## src/rtl/round_sequencer.sv

```systemverilog
// Bomb-defusal round sequencer: code generation, display, armed countdown with
// code entry, then a defused/exploded result with optional automatic restart.
module round_sequencer #(
    parameter int unsigned TICK_DIV    = 50_000_000,
    parameter int unsigned SHOW_SEC    = 3,
    parameter int unsigned ARM_SEC     = 20,
    parameter int unsigned RESULT_SEC  = 3,
    parameter int unsigned MAX_STRIKES = 3,
    parameter int unsigned AUTO_REPEAT = 1
) (
    input  logic       clk,
    input  logic       rst_n,
    input  logic       master_en,
    input  logic       start_btn,
    input  logic       code_ok,
    input  logic       code_bad,
    output logic [4:0] code,
    output logic       show_en,
    output logic       input_en,
    output logic       bomb_en,
    output logic [4:0] countdown,
    output logic [2:0] strikes,
    output logic       defused,
    output logic       exploded
);

    localparam int unsigned PW      = (TICK_DIV > 1) ? $clog2(TICK_DIV) : 1;
    localparam int unsigned MAX_SEC = (SHOW_SEC > RESULT_SEC) ? SHOW_SEC : RESULT_SEC;
    localparam int unsigned SW      = (MAX_SEC > 1) ? $clog2(MAX_SEC) : 1;

    typedef enum logic [2:0] {
        ST_IDLE     = 3'd0,
        ST_SHOW     = 3'd1,
        ST_ARM      = 3'd2,
        ST_DEFUSED  = 3'd3,
        ST_EXPLODED = 3'd4
    } state_t;

    state_t        state, state_nxt;
    logic [PW-1:0] presc, presc_nxt;
    logic [SW-1:0] sec_cnt, sec_nxt;
    logic [4:0]    lfsr, lfsr_nxt;
    logic          start_q;
    logic          sec_tick;
    logic          start_edge;

    logic [4:0]    code_nxt;
    logic          show_nxt;
    logic          input_nxt;
    logic          bomb_nxt;
    logic [4:0]    countdown_nxt;
    logic [2:0]    strikes_nxt;
    logic          defused_nxt;
    logic          exploded_nxt;

    // Next-state, timing and output decode
    always_comb begin
        sec_tick      = (presc == PW'(TICK_DIV - 1));
        start_edge    = start_btn & ~start_q;
        lfsr_nxt      = {lfsr[3:0], lfsr[4] ^ lfsr[2]};
        state_nxt     = state;
        code_nxt      = code;
        countdown_nxt = countdown;
        strikes_nxt   = strikes;
        sec_nxt       = sec_cnt;
        presc_nxt     = sec_tick ? '0 : presc + PW'(1);

        case (state)
            ST_IDLE: begin
                if (master_en && start_edge) begin
                    state_nxt     = ST_SHOW;
                    code_nxt      = lfsr;
                    strikes_nxt   = '0;
                    countdown_nxt = '0;
                end
            end
            ST_SHOW: begin
                if (sec_tick) begin
                    if (sec_cnt == SW'(SHOW_SEC - 1)) begin
                        state_nxt     = ST_ARM;
                        countdown_nxt = 5'(ARM_SEC);
                    end else begin
                        sec_nxt = sec_cnt + SW'(1);
                    end
                end
            end
            ST_ARM: begin
                // A correct code wins outright and freezes the countdown
                if (code_ok) begin
                    state_nxt = ST_DEFUSED;
                end else begin
                    if (code_bad && (strikes < 3'(MAX_STRIKES))) begin
                        strikes_nxt = strikes + 3'd1;
                        if (strikes == 3'(MAX_STRIKES - 1)) begin
                            state_nxt = ST_EXPLODED;
                        end
                    end
                    if (sec_tick && (countdown != 5'd0)) begin
                        countdown_nxt = countdown - 5'd1;
                        if (countdown == 5'd1) begin
                            state_nxt = ST_EXPLODED;
                        end
                    end
                end
            end
            ST_DEFUSED, ST_EXPLODED: begin
                if (sec_tick) begin
                    if (sec_cnt == SW'(RESULT_SEC - 1)) begin
                        strikes_nxt   = '0;
                        countdown_nxt = '0;
                        if (AUTO_REPEAT != 0) begin
                            state_nxt = ST_SHOW;
                            code_nxt  = lfsr;
                        end else begin
                            state_nxt = ST_IDLE;
                            code_nxt  = '0;
                        end
                    end else begin
                        sec_nxt = sec_cnt + SW'(1);
                    end
                end
            end
            default: begin
                state_nxt = ST_IDLE;
            end
        endcase

        // Master switch overrides everything and abandons the round
        if (!master_en) begin
            state_nxt     = ST_IDLE;
            code_nxt      = '0;
            countdown_nxt = '0;
            strikes_nxt   = '0;
        end

        // Each phase starts with a fresh second so its length is exact
        if (state_nxt != state) begin
            presc_nxt = '0;
            sec_nxt   = '0;
        end

        show_nxt     = (state_nxt == ST_SHOW);
        input_nxt    = (state_nxt == ST_ARM);
        bomb_nxt     = (state_nxt == ST_SHOW) || (state_nxt == ST_ARM);
        defused_nxt  = (state_nxt == ST_DEFUSED);
        exploded_nxt = (state_nxt == ST_EXPLODED);
    end

    // State and registered outputs
    always_ff @(posedge clk) begin
        if (!rst_n) begin
            state     <= ST_IDLE;
            presc     <= '0;
            sec_cnt   <= '0;
            lfsr      <= 5'b00001;
            start_q   <= 1'b0;
            code      <= '0;
            show_en   <= 1'b0;
            input_en  <= 1'b0;
            bomb_en   <= 1'b0;
            countdown <= '0;
            strikes   <= '0;
            defused   <= 1'b0;
            exploded  <= 1'b0;
        end else begin
            state     <= state_nxt;
            presc     <= presc_nxt;
            sec_cnt   <= sec_nxt;
            lfsr      <= lfsr_nxt;
            start_q   <= start_btn;
            code      <= code_nxt;
            show_en   <= show_nxt;
            input_en  <= input_nxt;
            bomb_en   <= bomb_nxt;
            countdown <= countdown_nxt;
            strikes   <= strikes_nxt;
            defused   <= defused_nxt;
            exploded  <= exploded_nxt;
        end
    end

endmodule

```

## config.mk

```make
export PLATFORM = sky130hd
export DESIGN_NAME = round_sequencer
export DESIGN_NICKNAME = d
export VERILOG_FILES = /design/src/rtl/round_sequencer.sv
export SDC_FILE = /design/constraint.sdc
export NUM_CORES = 1
export LEC_CHECK = 0
export ABC_AREA = 1
export CAP_MARGIN = 10
export CORE_ASPECT_RATIO = 1.5
export CORE_MARGIN = 2
export CORE_UTILIZATION = 52
export DETAILED_ROUTE_END_ITERATION = 6
export GPL_TIMING_DRIVEN = 0
export HOLD_SLACK_MARGIN = 0.1
export PLACE_DENSITY = 0.85
export RECOVER_POWER = 25
export SETUP_SLACK_MARGIN = 0.15
export SYNTH_ARGS = -nofsm -noshare
export SYNTH_HDL_FRONTEND = slang
export SYNTH_SLANG_ARGS = --single-unit
```

## constraint.sdc

```tcl
create_clock -name clk -period 1.7 [get_ports clk]
set_input_delay 0.34 -clock clk [delete_from_list [all_inputs] [get_ports clk]]
set_output_delay 0.34 -clock clk [all_outputs]
set_load 0.01 [all_outputs]
```

# --- Word-level counts from Yosys, hierarchy flattened ---
# Index checks and enable logic that the tools add are counted.
# Widths: inputs -> output; s select.
totals:
  regBits: 55
  out_inout_bits: 18
op_classes:
  n_bitwise: 5
  muxes: 30
  n_reduce_logical: 18
  addsub: 4
  magnitude_cmp: 1
  eq_ne: 21
ops:
  columns: ["operator", "count"]
  rows:
  - ["$mux 5", 10]
  - ["$mux 3", 16]
  - ["$add 26x1->26 const B", 1]
  - ["$eq 26x26->1 const B", 1]
  - ["$pmux 5 s4", 1]
  - ["$ne 2x2->1 const B", 8]
  - ["$eq 3x2->1 const B", 5]
  - ["$pmux 3 s4", 1]
  - ["$pmux 5 s2", 1]
  - ["$pmux 3 s3", 1]
  - ["$reduce_and 8->1", 1]
  - ["$eq 3x1->1 const B", 2]
  - ["$eq 3x3->1 const B", 2]
  - ["$reduce_and 6->1", 1]
  - ["$reduce_or 3->1", 2]
  - ["$eq 5x1->1 const B", 1]
  - ["$reduce_bool 5->1", 1]
  - ["$sub 5x1->5 const B", 1]
  - ["$reduce_and 4->1", 1]
  - ["$reduce_bool 4->1", 1]
  - ["$reduce_or 2->1", 2]
  - ["$add 3x1->3 const B", 1]
  - ["$logic_and 1x1->1", 3]
  - ["$logic_not 3->1", 1]
  - ["12 further kinds", 14]

# --- Depth between registers and ports, before layout ---
# Gate-level depths: netlist (run 1).
logic_depth:
  ltp_word: 10
  depth_mapped: 15

# --- Least setup slack after synthesis (run 1) ---
# OpenSTA, ideal clock, no wires.
synth_path:
  kind: "reg-to-reg"
  startpoint: "register presc[0]"
  endpoint: "register strikes[1]"
  path_stages_with_launch: 15
  t_arrival_ps: 1772
  slack_ps: -187
  period_less_slack_ps: 1887
  setup_ps: 116
  path_cell_list: "dfxtp_1 -> ha_1 -> nand2_1 -> inv_1 -> nand3b_4 -> nor2_2 -> nand2_1 -> nand2_1 -> o31ai_1 -> nor2_4 -> inv_1 -> nor2_4 -> nand2_2 -> nand2_1 -> nor2_1"
synth_via:
  elab_chain_cells: 3
synth_rtl:
  columns: ["item", "line_no", "text"]
  rows:
  - ["start: declaration", "40", "logic [PW-1:0] presc, presc_nxt;"]
  - ["start signal: assignment", "167", "presc <= presc_nxt;"]
  - ["$eq 26x26->1", "58", "sec_tick = (presc == PW'(TICK_DIV - 1));"]
  - ["$ne 2x2->1 (no source line)", null, null]
  - ["$reduce_and 6->1 (no source line)", null, null]
  - ["end signal: assignment", "176", "strikes <= strikes_nxt;"]
  - ["end: declaration", "22", "output logic [2:0] strikes,"]
# Every way passes these cells.
# A chain may end at the register's enable or synchronous reset.

# --- Final worst setup path (run 1) ---
layout_path:
  startpoint: "register presc[11]"
  endpoint: "register presc[15]"
layout_via:
  elab_chain_cells: 8
layout_rtl:
  columns: ["item", "line_no", "text"]
  rows:
  - ["$eq 26x26->1", "58", null]
  - ["$logic_and 1x1->1", "98", "if (sec_tick && (countdown != 5'd0)) begin"]
  - ["$mux 3", "98", null]
  - ["$mux 3", "89", "if (code_ok) begin"]
  - ["$pmux 3 s4", "68", "case (state)"]
  - ["$mux 3", "129", "if (!master_en) begin"]
  - ["$ne 3x3->1", "137", "if (state_nxt != state) begin"]
  - ["$reduce_or 3->1 (no source line)", null, null]
# Several ways; a longest one is shown, not always the timed one.

==> key figures, run 1 <==
Outcome
  • Run status: finished, violations left
  • Failing checks: setup timing

Logic synthesis
  • Mean Syn Cell Area: about 7.4 µm²
  • Cells after synthesis: 380
  • Syn Nets: just under 400
  • Yosys warnings: 0
  • Fraction of registers with async set/reset: 0%
  • Unique masters post-synth: 27
  • Dominant cell type by area after synthesis: dfxtp_1
  • Synth top area share: 39.1%
  • Top cells by count, synth: nand2_1, inv_1, dfxtp_1, nor2_1, nand3_1
  • Ys flop type: dfxtp_1
  • Number of synthesized flops with an enable pin: 0
  • Most frequent cell after synthesis: nand2_1
  • Cell Area, Synth: approximately 2800 µm²
  • Post-synthesis sequential area ratio: between 30 and 40%
  • Synthesized flop and latch total: 55
  • Largest cells by area after synthesis: dfxtp_1, nand2_1, inv_1

Placed design
  • Gpl congestion: between 0.8 and 0.9
  • Port bufs: 22
  • Post-DP HPWL: approximately 4200 µm

Critical path
  • Reg2Reg Capture Point: presc[15]
  • FF-to-FF setup slack: -0.38 ns
  • CP max-delay cell: dfxtp_4
  • CP peak stage delay: 0.37 ns
  • R2r worst-path depth: 15
  • Worst Setup Start Kind: register
  • Delay-heaviest family, CP: simple AND/OR/NAND/NOR gates
  • Worst Path Max Fanout: 5
  • Critical setup path kind: reg -> reg
  • Worst path required time: around 2 ns
  • CP cell instances: inv_1 -> nand2_2 -> nor2_4 -> nand2_2 -> nor2_4 -> nand3_4 -> a21oi_2 -> nand2_2 -> nand2_2 -> nand2_2 -> nand2_4 -> nand4_4 -> buf_4 -> buf_16 -> nor2_2
  • Critical Path AT: ~2.4 ns
  • RR Startpoint: presc[11]
  • CP dominant cell by count: nand2_2
  • Crit end category: register
  • CP Buf/Inv Count: 3

Global routing
  • First-pass GRT wire length: approximately 12000 µm
  • Vias in the first global route: roughly 2700
  • Gr usage total: between 20% and 30%
  • Largest net degree at the start of global routing: 20
  • Initial antenna violation count: 0
  • Grt ovf: 0

Timing
  • WHS: ~0.35 ns
  • Final Max Tran Viols: 0
  • Setup WS post-layout: -0.384 ns
  • Final period util: 123%
  • Worst slew margin: slightly above 70%
  • Clock Skews: roughly 0.01 ns
  • Tmin final: 2.08 ns
  • Worst Tran Pin Value: roughly 0.42 ns
  • F_max: ~480 MHz
  • Setup violators final: 44
  • Hold Vio Cnt, Final: 0
  • Setup repair after global routing missed its margin: yes

Route
  • Initial drt markers: 113
  • Wirelength per Cell: around 15 µm
  • DRC errors left: 0
  • DR vias/cell: 5.25
  • DRT Wirelength: 7970 µm
  • TritonRoute pass-1 iters: 4
  • Antenna Violating Nets Remaining: 0
  • Vias: between 2000 and 3000

Pwr
  • Tot Pwr: 2440 µW
  • Power per cell area: approximately 610 nW/µm²
  • Comb pwr share: between 10% and 20%
  • VDD IR max: approximately 0.47 mV
  • Sw frac: 28.1%
  • Sequential share of power: between 50% and 60%
  • Leak Pwr: 0.00183 µW
  • Clock share of power: about a third
  • Sw power: slightly below 700 µW
  • P_int: between 1500 and 2000 µW

Hold path
  • Hold Path Stages: 2
  • Worst hold path class: in -> reg
  • WHS Endpoint: lfsr[0]
  • HP Start: rst_n

Floorplanning
  • Initial core utilization: about 54%
  • Die area: around 6000 µm²
  • Core Area: 5160 µm²
  • Die Width: between 60 and 70 µm
  • Die height: roughly 94 µm
  • Site row count: 32
  • IO Count: 24

Clock network
  • Clock Sinks: 55
  • Clock Latency Late Sink: about 0.33 ns
  • CTS tree: built
  • H-tree lvl count: 2
  • Root buffer cell: clkbuf_8
  • Reg clk slew, reported paths: ~0.11 ns
  • Total CTS buffers: 5
  • Clock buffer depth: 2

Finish
  • Layout cells sized above 1: a little over two fifths
  • Fin nets: approximately 470
  • Synth-to-Final Area Change: 43.1%
  • Filler Cells Inserted: ~310
  • Inserted Diodes: 0

Run
  • Max-capacitance violation count: 0
## sequential cells by signal, indices dropped and copies added, names as in the netlist, 2 cells and up
name	flops
countdown	5
sec_cnt	2
state	3
presc	26
lfsr	5
code	5
strikes	3
## metal layers
metal  share of wire (%)  track usage (%)
met1                  34             24.1
met2                  58             52.2
met3                 2.9             3.36
met4                 4.6             16.8
met5                   0                0
## power by group through the flow
stage	Sequential, µW	Clock [µW]	Combinational (µW)
2_1_floorplan	1360	0	138
3_3_place_gp	1360	0	192
3_5_place_dp	1360	0	198
4_1_cts	1330	799	276
5_1_grt	1330	850	331
6_report	1320	805	308
## worst max path at each step
| stage | start | endpoint | slack [ns] | cells past startpoint |
|---|---|---|---|---|
| after floorplan | presc[1] | code[0] | -0.12 | 14 |
| after global placement | master_en | presc[18] | -0.61 | 13 |
| after detailed placement | master_en | presc[21] | -0.63 | 13 |
| after CTS | presc[0] | presc[6] | -0.28 | 15 |
| after global routing | presc[11] | presc[14] | -0.49 | 15 |
| final | presc[11] | presc[15] | -0.38 | 15 |
## cell usage in the layout (no fill, tap or decap), types with 7 or more instances in the layout
master | Yosys | layout
nor2_4 | 6 | 27
xnor2_1 | 7 | 7
buf_4 | 0 | 35
dfxtp_1 | 55 | 28
nand3_1 | 24 | 16
nor2_2 | 23 | 17
xor2_1 | 19 | 19
inv_2 | 0 | 9
nand3_2 | 0 | 7
nand2_1 | 80 | 59
dfxtp_2 | 0 | 21
inv_1 | 60 | 51
dlygate4sd2_1 | 0 | 12
buf_6 | 2 | 7
a21oi_1 | 13 | 10
nor2_1 | 40 | 25
nand2_2 | 7 | 22
nand4_1 | 9 | 9
## worst register-to-register path: stages (launching register included)
cell and delay [ns]:
dfxtp_4 0.37, inv_1 0.08, nand2_2 0.09, nor2_4 0.15
nand2_2 0.09, nor2_4 0.16, nand3_4 0.12, a21oi_2 0.15
nand2_2 0.08, nand2_2 0.08, nand2_2 0.07, nand2_4 0.09
nand4_4 0.12, buf_4 0.18, buf_16 0.13, nor2_2 0.08
## metrics by stage
step                      setup TNS (ns)  util, %  setup slack [ns]  cell area [µm²]  std cells
final                             -13.00     78.0            -0.384             4030        522
after global routing              -18.09     78.0            -0.494             4030        522
after CTS                          -8.80     73.0            -0.280             3770        507
after detailed placement          -23.86     61.5            -0.634             3170        470
after global placement            -22.44     61.5            -0.608             3170        470
after floorplan                    -2.19        -            -0.117             2870        380
## what timing repair did
| item | CTS | global route |
|---|---|---|
| buffers inserted | 27 | 15 |
| pin swaps | 34 | 19 |
| gates cloned | 2 | 0 |
| hold buffers | 0 | 0 |
| setup endpoints to repair | 60 | 54 |
| resized for setup | 95 | 49 |
## area by class of cell
type / count / area [µm²] / share of cell area (%)
Multi-Input combinational cell: 261 / 1810 / 45.0
Sequential cell: 55 / 1150 / 28.6
Timing Repair Buffer: 66 / 614 / 15.3
Inverter: 60 / 225 / 5.59
Tap cell: 68 / 85.1 / 2.11
Clock buffer: 5 / 68.8 / 1.71
Buffer: 4 / 43.8 / 1.09
Clock inverter: 3 / 27.5 / 0.684
## cell families (layout without fill, tap and decap cells)
group           count (synthesis)  after routing  synth area share, %
compound gates                 26             26                 5.16
xor+xnor                       26             26                 8.10
fa+ha+maj                       7              7                 3.11
buf+inv                        64            138                 9.12
flops                          55             55                 39.1
simple gates                  202            202                 35.4
Note: power is estimated with default switching activity, not from simulation.
==> run 2: changes to the inputs <==
--- a/config.mk
+++ b/config.mk
@@ -8,12 +8,12 @@
 export ABC_AREA = 1
 export CAP_MARGIN = 10
 export CORE_ASPECT_RATIO = 1.5
-export CORE_MARGIN = 2
+export CORE_MARGIN = 3
 export CORE_UTILIZATION = 52
 export DETAILED_ROUTE_END_ITERATION = 6
 export GPL_TIMING_DRIVEN = 0
 export HOLD_SLACK_MARGIN = 0.1
-export PLACE_DENSITY = 0.85
+export PLACE_DENSITY = 0.84
 export RECOVER_POWER = 25
 export SETUP_SLACK_MARGIN = 0.15
 export SYNTH_ARGS = -nofsm -noshare
==> run 2 against run 1 <==
  * The flow still finishes with violations (setup timing)
  * Routed wire length fell by 23%
  * Register-to-register slack improved by 0.12 ns
  * Clock power fell by 12%
  * Sequential share of layout area rose by 1.8 points
  * Critical path type unchanged
==> key figures, run 2 (synthesized netlist as in run 1, its figures left out) <==
Timing
  • Setup WS post-layout: -0.261 ns (was -0.384 ns)
  • Tmin final: 1.96 ns (was 2.08 ns)
  • Final period util: 115% (was 123%)
  • Setup repair after global routing missed its margin: yes (unchanged)
  • F_max: 510 MHz (was 480 MHz)
  • Hold Vio Cnt, Final: 0 (unchanged)
  • Clock Skews: 0.0132 ns (was 0.00981 ns)
  • Setup violators final: 46 (was 44)
  • Worst slew margin: 72.2% (was 71.8%)
  • Final Max Tran Viols: 0 (unchanged)
  • Worst Tran Pin Value: 0.417 ns (was 0.423 ns)
  • WHS: 0.380 ns (was 0.353 ns)

Hold path
  • Worst hold path class: in -> reg (unchanged)
  • HP Start: rst_n (unchanged)
  • Hold Path Stages: 2 (unchanged)
  • WHS Endpoint: lfsr[0] (unchanged)

Pwr
  • Power per cell area: 617 nW/µm² (was 605 nW/µm²)
  • Comb pwr share: 11.3% (was 12.6%)
  • Sequential share of power: 57.9% (was 54.3%)
  • Sw frac: 25.7% (was 28.1%)
  • VDD IR max: 0.622 mV (was 0.471 mV)
  • Sw power: 589 µW (was 684 µW)
  • Clock share of power: 30.8% (was 33.0%)
  • Leak Pwr: 0.00167 µW (was 0.00183 µW)
  • P_int: 1710 µW (was 1750 µW)

Critical path
  • CP peak stage delay: 0.36 ns (was 0.37 ns)
  • Critical setup path kind: reg -> reg (unchanged)
  • Worst Setup Start Kind: register (unchanged)
  • Worst Path Max Fanout: 10 (was 5)
  • Critical Path AT: 2.20 ns (was 2.35 ns)
  • Worst path required time: 1.94 ns (was 1.97 ns)
  • CP max-delay cell: dfxtp_2 (was dfxtp_4)
  • FF-to-FF setup slack: -0.26 ns (was -0.38 ns)
  • Reg2Reg Capture Point: presc[14] (was presc[15])
  • R2r worst-path depth: 14 (was 15)
  • Crit end category: register (unchanged)
  • CP dominant cell by count: nand2_2 (unchanged)
  • RR Startpoint: presc[1] (was presc[11])
  • Worst Setup SP: presc[1] (was presc[11])
  • CP cell instances: ha_4 -> nand2_2 -> inv_2 -> nand3b_4 -> nor2_4 -> nand3_4 -> a21oi_2 -> nand2_2 -> nand2_2 -> nand2_2 -> nand2_2 -> nand4_4 -> buf_12 -> nor2_2 (was inv_1 -> nand2_2 -> nor2_4 -> nand2_2 -> nor2_4 -> nand3_4 -> a21oi_2 -> nand2_2 -> nand2_2 -> nand2_2 -> nand2_4 -> nand4_4 -> buf_4 -> buf_16 -> nor2_2)

Outcome
  • Failing checks: setup timing (unchanged)
  • Run status: finished, violations left (unchanged)

Clock network
  • Clock Latency Late Sink: 0.31 ns (was 0.33 ns)
  • Total CTS buffers: 5 (unchanged)
  • Root buffer cell: clkbuf_8 (unchanged)
  • Clock buffer depth: 2 (unchanged)
  • H-tree lvl count: 2 (unchanged)
  • Hold Buf Count CTS: 0 (unchanged)
  • Reg clk slew, reported paths: 0.10 ns (was 0.11 ns)
  • CTS tree: built (unchanged)
  • Clock Sinks: 55 (unchanged)

Floorplanning
  • Die area: 6350 µm² (was 6030 µm²)
  • Die height: 96.1 µm (was 94.1 µm)
  • Core Area: 5200 µm² (was 5160 µm²)
  • Site row count: 32 (unchanged)
  • IO Count: 24 (unchanged)
  • Die Width: 66.1 µm (was 64.1 µm)
  • Initial core utilization: 54.0% (was 54.5%)

Route
  • Vias: 2511 (was 2738)
  • DRC errors left: 0 (unchanged)
  • TritonRoute pass-1 iters: 4 (unchanged)
  • Wirelength per Cell: 12.2 µm (was 15.3 µm)
  • DRT Wirelength: 6130 µm (was 7970 µm)
  • Initial drt markers: 77 (was 113)
  • Antenna Violating Nets Remaining: 0 (unchanged)
  • DR vias/cell: 4.99 (was 5.25)

Placed design
  • Port bufs: 22 (unchanged)
  • Gpl congestion: 0.845 (was 0.841)
  • Post-DP HPWL: 4190 µm (was 4230 µm)
  • Placed cell count: 470 (unchanged)
  • Place WS: -0.638 ns (was -0.634 ns)

Finish
  • Synth-to-Final Area Change: 32.5% (was 43.1%)
  • Most frequent cells in the layout: nand2_1, inv_1, dfxtp_1 (was nand2_1, inv_1, buf_4)
  • Commonest non-fill, non-tap cell in the layout: nand2_1 (unchanged)
  • Multi-input gate area: 1730 µm² (was 1810 µm²)
  • Seq. cell area: 1130 µm² (was 1150 µm²)
  • Register bank with the most flops: presc (unchanged)
  • Inserted Diodes: 0 (unchanged)
  • Fin nets: 448 (was 466)
  • Largest register FFs: 26 (unchanged)
  • Filler Cells Inserted: 388 (was 313)
  • Layout cells sized above 1: 37.9% (was 41.6%)
  • Final non-filler cell total: 503 (was 522)
  • Final Core Density: 71.6% (was 78.0%)

Global routing
  • Gr usage total: 20.5% (was 26.3%)
  • Largest net degree at the start of global routing: 17 (was 20)
  • First-pass GRT wire length: 10300 µm (was 12200 µm)
  • Grt ovf: 0 (unchanged)
  • Initial antenna violation count: 0 (unchanged)
  • Vias in the first global route: 2490 (was 2741)

Run
  • Max-capacitance violation count: 0 (unchanged)
run 2: what timing repair did:
| action | in CTS | in global routing |
|---|---|---|
| endpoints found under the setup margin | 53 | 55 |
| hold endpoints to repair | 0 | 0 |
| pin swaps | 25 | 12 |
| cloned | 1 | 0 |
| resized for setup | 73 | 40 |
| setup buffers | 17 | 8 |
run 2: worst max-delay path, delay by kind of cell (launching register included):
| kind | cells | cell delay, ns |
|---|---|---|
| flops | 1 | 0.36 |
| buf+inv | 2 | 0.27 |
| compound gates | 1 | 0.15 |
| simple gates | 10 | 0.96 |
| fa+ha+maj | 1 | 0.14 |
run 2: stage by stage:
step	cell area, µm²	TNS (ns)	power (µW)
after floorplan	2870	-2.19	1500
after global placement	3170	-23.09	1550
after detailed placement	3170	-23.92	1560
after CTS	3560	-6.24	2280
after global routing	3730	-16.77	2380
final	3730	-9.72	2300
run 2: final cells by class:
class                      count  area share [%]
clock buffer                   5            1.85
buffer                         4            1.18
clock inverter                 2           0.369
timing repair buffer          47            11.6
tap                           68            2.28
inverter                      60            6.04
multi-input combinational    262            46.3
sequential                    55            30.4
run 2: how the worst max path moves through the flow:
| stage | cells past startpoint | endpoint | slack (ns) |
|---|---|---|---|
| after floorplan | 14 | code[0] | -0.12 |
| after global placement | 13 | presc[18] | -0.62 |
| after detailed placement | 13 | presc[16] | -0.64 |
| after CTS | 13 | presc[24] | -0.22 |
| after global routing | 12 | presc[9] | -0.43 |
| final | 14 | presc[14] | -0.26 |
run 2: layer usage:
metal	global-route usage [%]	share of wire, %
met5	0	0
met4	8.14	2.0
met3	3.15	2.3
met2	42.5	59
met1	19.2	37
run 2: power by group through the flow:
| stage | clock network (µW) | logic, µW | registers (µW) |
|---|---|---|---|
| after global routing | 763 | 285 | 1330 |
| after detailed placement | 0 | 197 | 1360 |
| after global placement | 0 | 192 | 1360 |
| after floorplan | 0 | 138 | 1360 |
| final | 708 | 259 | 1330 |
| after CTS | 720 | 231 | 1330 |
==> run 3: changes to the inputs <==
--- a/config.mk
+++ b/config.mk
@@ -9,11 +9,12 @@
 export CAP_MARGIN = 10
 export CORE_ASPECT_RATIO = 1.5
 export CORE_MARGIN = 3
-export CORE_UTILIZATION = 52
+export CORE_UTILIZATION = 57
 export DETAILED_ROUTE_END_ITERATION = 6
+export DONT_BUFFER_PORTS = 1
 export GPL_TIMING_DRIVEN = 0
 export HOLD_SLACK_MARGIN = 0.1
-export PLACE_DENSITY = 0.84
+export PLACE_DENSITY = 0.83
 export RECOVER_POWER = 25
 export SETUP_SLACK_MARGIN = 0.15
 export SYNTH_ARGS = -nofsm -noshare
==> run 3 against run 2 <==
  * The run still ends with setup timing left
  * Cell area barely moved
  * Final cell count fell by 3.0%
  * Global-route usage rose by 7.3 points
  * Sequential power barely moved
  * Register-to-register slack got worse by 0.33 ns
  * Clock-buffer cell count rose by 1
  * Critical path type unchanged
  * Critical endpoint is now presc[24]
  * Highest routed layer unchanged
==> key figures, run 3 (synthesized netlist as in run 1, its figures left out) <==
Outcome
  • Run status: finished, violations left (unchanged)
  • Failing checks: setup timing (unchanged)

Route
  • Vias: 2903 (was 2511)
  • DRC errors left: 0 (unchanged)
  • TritonRoute pass-1 iters: 7 (was 4)
  • Antenna Violating Nets Remaining: 0 (unchanged)
  • DRT Wirelength: 9100 µm (was 6130 µm)
  • Wirelength per Cell: 18.6 µm (was 12.2 µm)
  • Initial drt markers: 322 (was 77)
  • DR vias/cell: 5.95 (was 4.99)

Floorplanning
  • Die height: 92.0 µm (was 96.1 µm)
  • Core Area: 4650 µm² (was 5200 µm²)
  • Site row count: 30 (was 32)
  • Die area: 5830 µm² (was 6350 µm²)
  • Die Width: 63.4 µm (was 66.1 µm)
  • IO Count: 24 (unchanged)
  • Initial core utilization: 60.4% (was 54.0%)

Run
  • Max-capacitance violation count: 0 (unchanged)

Critical path
  • CP peak stage delay: 0.37 ns (was 0.36 ns)
  • RR Startpoint: presc[1] (unchanged)
  • Delay-heaviest family, CP: simple AND/OR/NAND/NOR gates (unchanged)
  • Crit path depth: 13 (was 14)
  • FF-to-FF setup slack: -0.59 ns (was -0.26 ns)
  • CP Buf/Inv Count: 3 (was 2)
  • Reg2Reg Capture Point: presc[24] (was presc[14])
  • CP dominant cell by count: nor2_2 (was nand2_2)
  • Worst path required time: 1.96 ns (was 1.94 ns)
  • Worst Path Max Fanout: 5 (was 10)
  • Crit end category: register (unchanged)
  • Critical Path AT: 2.55 ns (was 2.20 ns)
  • Worst Setup Start Kind: register (unchanged)
  • CP Capture Point: presc[24] (was presc[14])
  • Worst Setup SP: presc[1] (unchanged)
  • CP cell instances: ha_4 -> nand2_2 -> inv_2 -> nand3b_4 -> inv_1 -> nand3_1 -> nor2_2 -> nand4_1 -> nor2_2 -> nand2_1 -> xnor2_1 -> inv_1 -> nor2_2 (was ha_4 -> nand2_2 -> inv_2 -> nand3b_4 -> nor2_4 -> nand3_4 -> a21oi_2 -> nand2_2 -> nand2_2 -> nand2_2 -> nand2_2 -> nand4_4 -> buf_12 -> nor2_2)
  • Critical setup path kind: reg -> reg (unchanged)
  • CP max-delay cell: dfxtp_4 (was dfxtp_2)
  • R2r worst-path depth: 13 (was 14)

Global routing
  • Gr usage total: 27.8% (was 20.5%)
  • Initial antenna violation count: 0 (unchanged)
  • Grt ovf: 0 (unchanged)
  • Vias in the first global route: 2839 (was 2490)
  • Largest net degree at the start of global routing: 18 (was 17)
  • First-pass GRT wire length: 12900 µm (was 10300 µm)

Timing
  • TNS Setup: -19.87 ns (was -9.72 ns)
  • Final period util: 135% (was 115%)
  • Setup violators final: 47 (was 46)
  • Setup repair after global routing missed its margin: yes (unchanged)
  • Hold Vio Cnt, Final: 0 (unchanged)
  • F_max: 437 MHz (was 510 MHz)
  • WHS: 0.108 ns (was 0.380 ns)
  • Clock Skews: 0.0109 ns (was 0.0132 ns)
  • Tmin final: 2.29 ns (was 1.96 ns)
  • Worst slew margin: 70.5% (was 72.2%)
  • Worst Tran Pin Value: 0.442 ns (was 0.417 ns)
  • Final Max Tran Viols: 0 (unchanged)
  • Setup WS post-layout: -0.588 ns (was -0.261 ns)

Clock network
  • Root buffer cell: clkbuf_8 (unchanged)
  • CTS tree: built (unchanged)
  • Clock Latency Late Sink: 0.33 ns (was 0.31 ns)
  • Reg clk slew, reported paths: 0.10 ns (about the same)
  • Clock buffer depth: 2 (unchanged)
  • Total CTS buffers: 5 (unchanged)
  • H-tree lvl count: 2 (unchanged)
  • Clock Sinks: 55 (unchanged)

Finish
  • Fin nets: 436 (was 448)
  • Synth-to-Final Area Change: 32.5% (about the same)
  • Commonest non-fill, non-tap cell in the layout: nand2_1 (unchanged)
  • Post-route cell area: 3730 µm² (about the same)
  • Final non-filler cell total: 488 (was 503)
  • Most frequent cells in the layout: nand2_1, inv_1, dfxtp_1 (unchanged)
  • Largest register FFs: 26 (unchanged)
  • Register bank with the most flops: presc (unchanged)
  • Inserted Diodes: 0 (unchanged)
  • Layout cells sized above 1: 41.0% (was 37.9%)

Hold path
  • Worst hold path class: in -> reg (unchanged)
  • Hold Path Stages: 2 (unchanged)

Placed design
  • Gpl congestion: 0.833 (was 0.845)
  • Port bufs: 0 (was 22)
  • Placed cell count: 444 (was 470)
  • Post-DP HPWL: 4100 µm (was 4190 µm)
  • Placed Area: 2950 µm² (was 3170 µm²)
  • Place WS: -0.366 ns (was -0.638 ns)

Pwr
  • VDD IR max: 0.615 mV (was 0.622 mV)
  • Leak Pwr: 0.00156 µW (was 0.00167 µW)
  • Power per cell area: 693 nW/µm² (was 617 nW/µm²)
## run 3: what timing repair did
item / 4_1_cts / 5_1_grt
resized for setup: 74 / 44
gates cloned: 1 / 0
pin swaps: 22 / 12
buffers inserted: 24 / 11
endpoints found under the setup margin: 47 / 49
hold buffers: 0 / 0
## run 3: cell type report
cell class	count	area (µm²)
buffer	4	48.8
clock inverter	2	38.8
multi-input combinational	261	1790
inverter	60	225
timing repair buffer	36	324
clock buffer	6	82.6
tap	64	80.1
fill	280	927
sequential	55	1140
## run 3: worst min-delay path by stage
stage	startpoint	slack, ns	to
6_report	start_btn	0.11	start_q
5_1_grt	start_btn	0.13	start_q
4_1_cts	start_btn	0.11	start_q
3_5_place_dp	lfsr[0]	0.42	lfsr[1]
3_3_place_gp	lfsr[0]	0.42	lfsr[1]
2_1_floorplan	lfsr[0]	0.41	lfsr[1]
## run 3: routing by layer
| metal | part of all wire (%) | GRT usage (%) | vias to the layer above |
|---|---|---|---|
| met3 | 7.6 | 6.62 | 77 |
| li1 | - | - | 1270 |
| met4 | 8.1 | 18.4 | 0 |
| met1 | 33 | 26.6 | 1351 |
| met2 | 51 | 51.4 | 205 |
| met5 | 0 | 0 | - |
## run 3: power breakdown
group / leakage, µW / internal [µW] / switching, µW
Combinational: 0.00104 / 130 / 173
Sequential: 0.000456 / 1310 / 27.7
Clock: 0.0000618 / 485 / 457
## run 3: stage by stage
stage | power (µW) | utilization [%]
after CTS | 2520 | 74.9
after floorplan | 1500 | -
after detailed placement | 1530 | 63.4
after global routing | 2640 | 80.1
final | 2580 | 80.1
after global placement | 1530 | 63.4
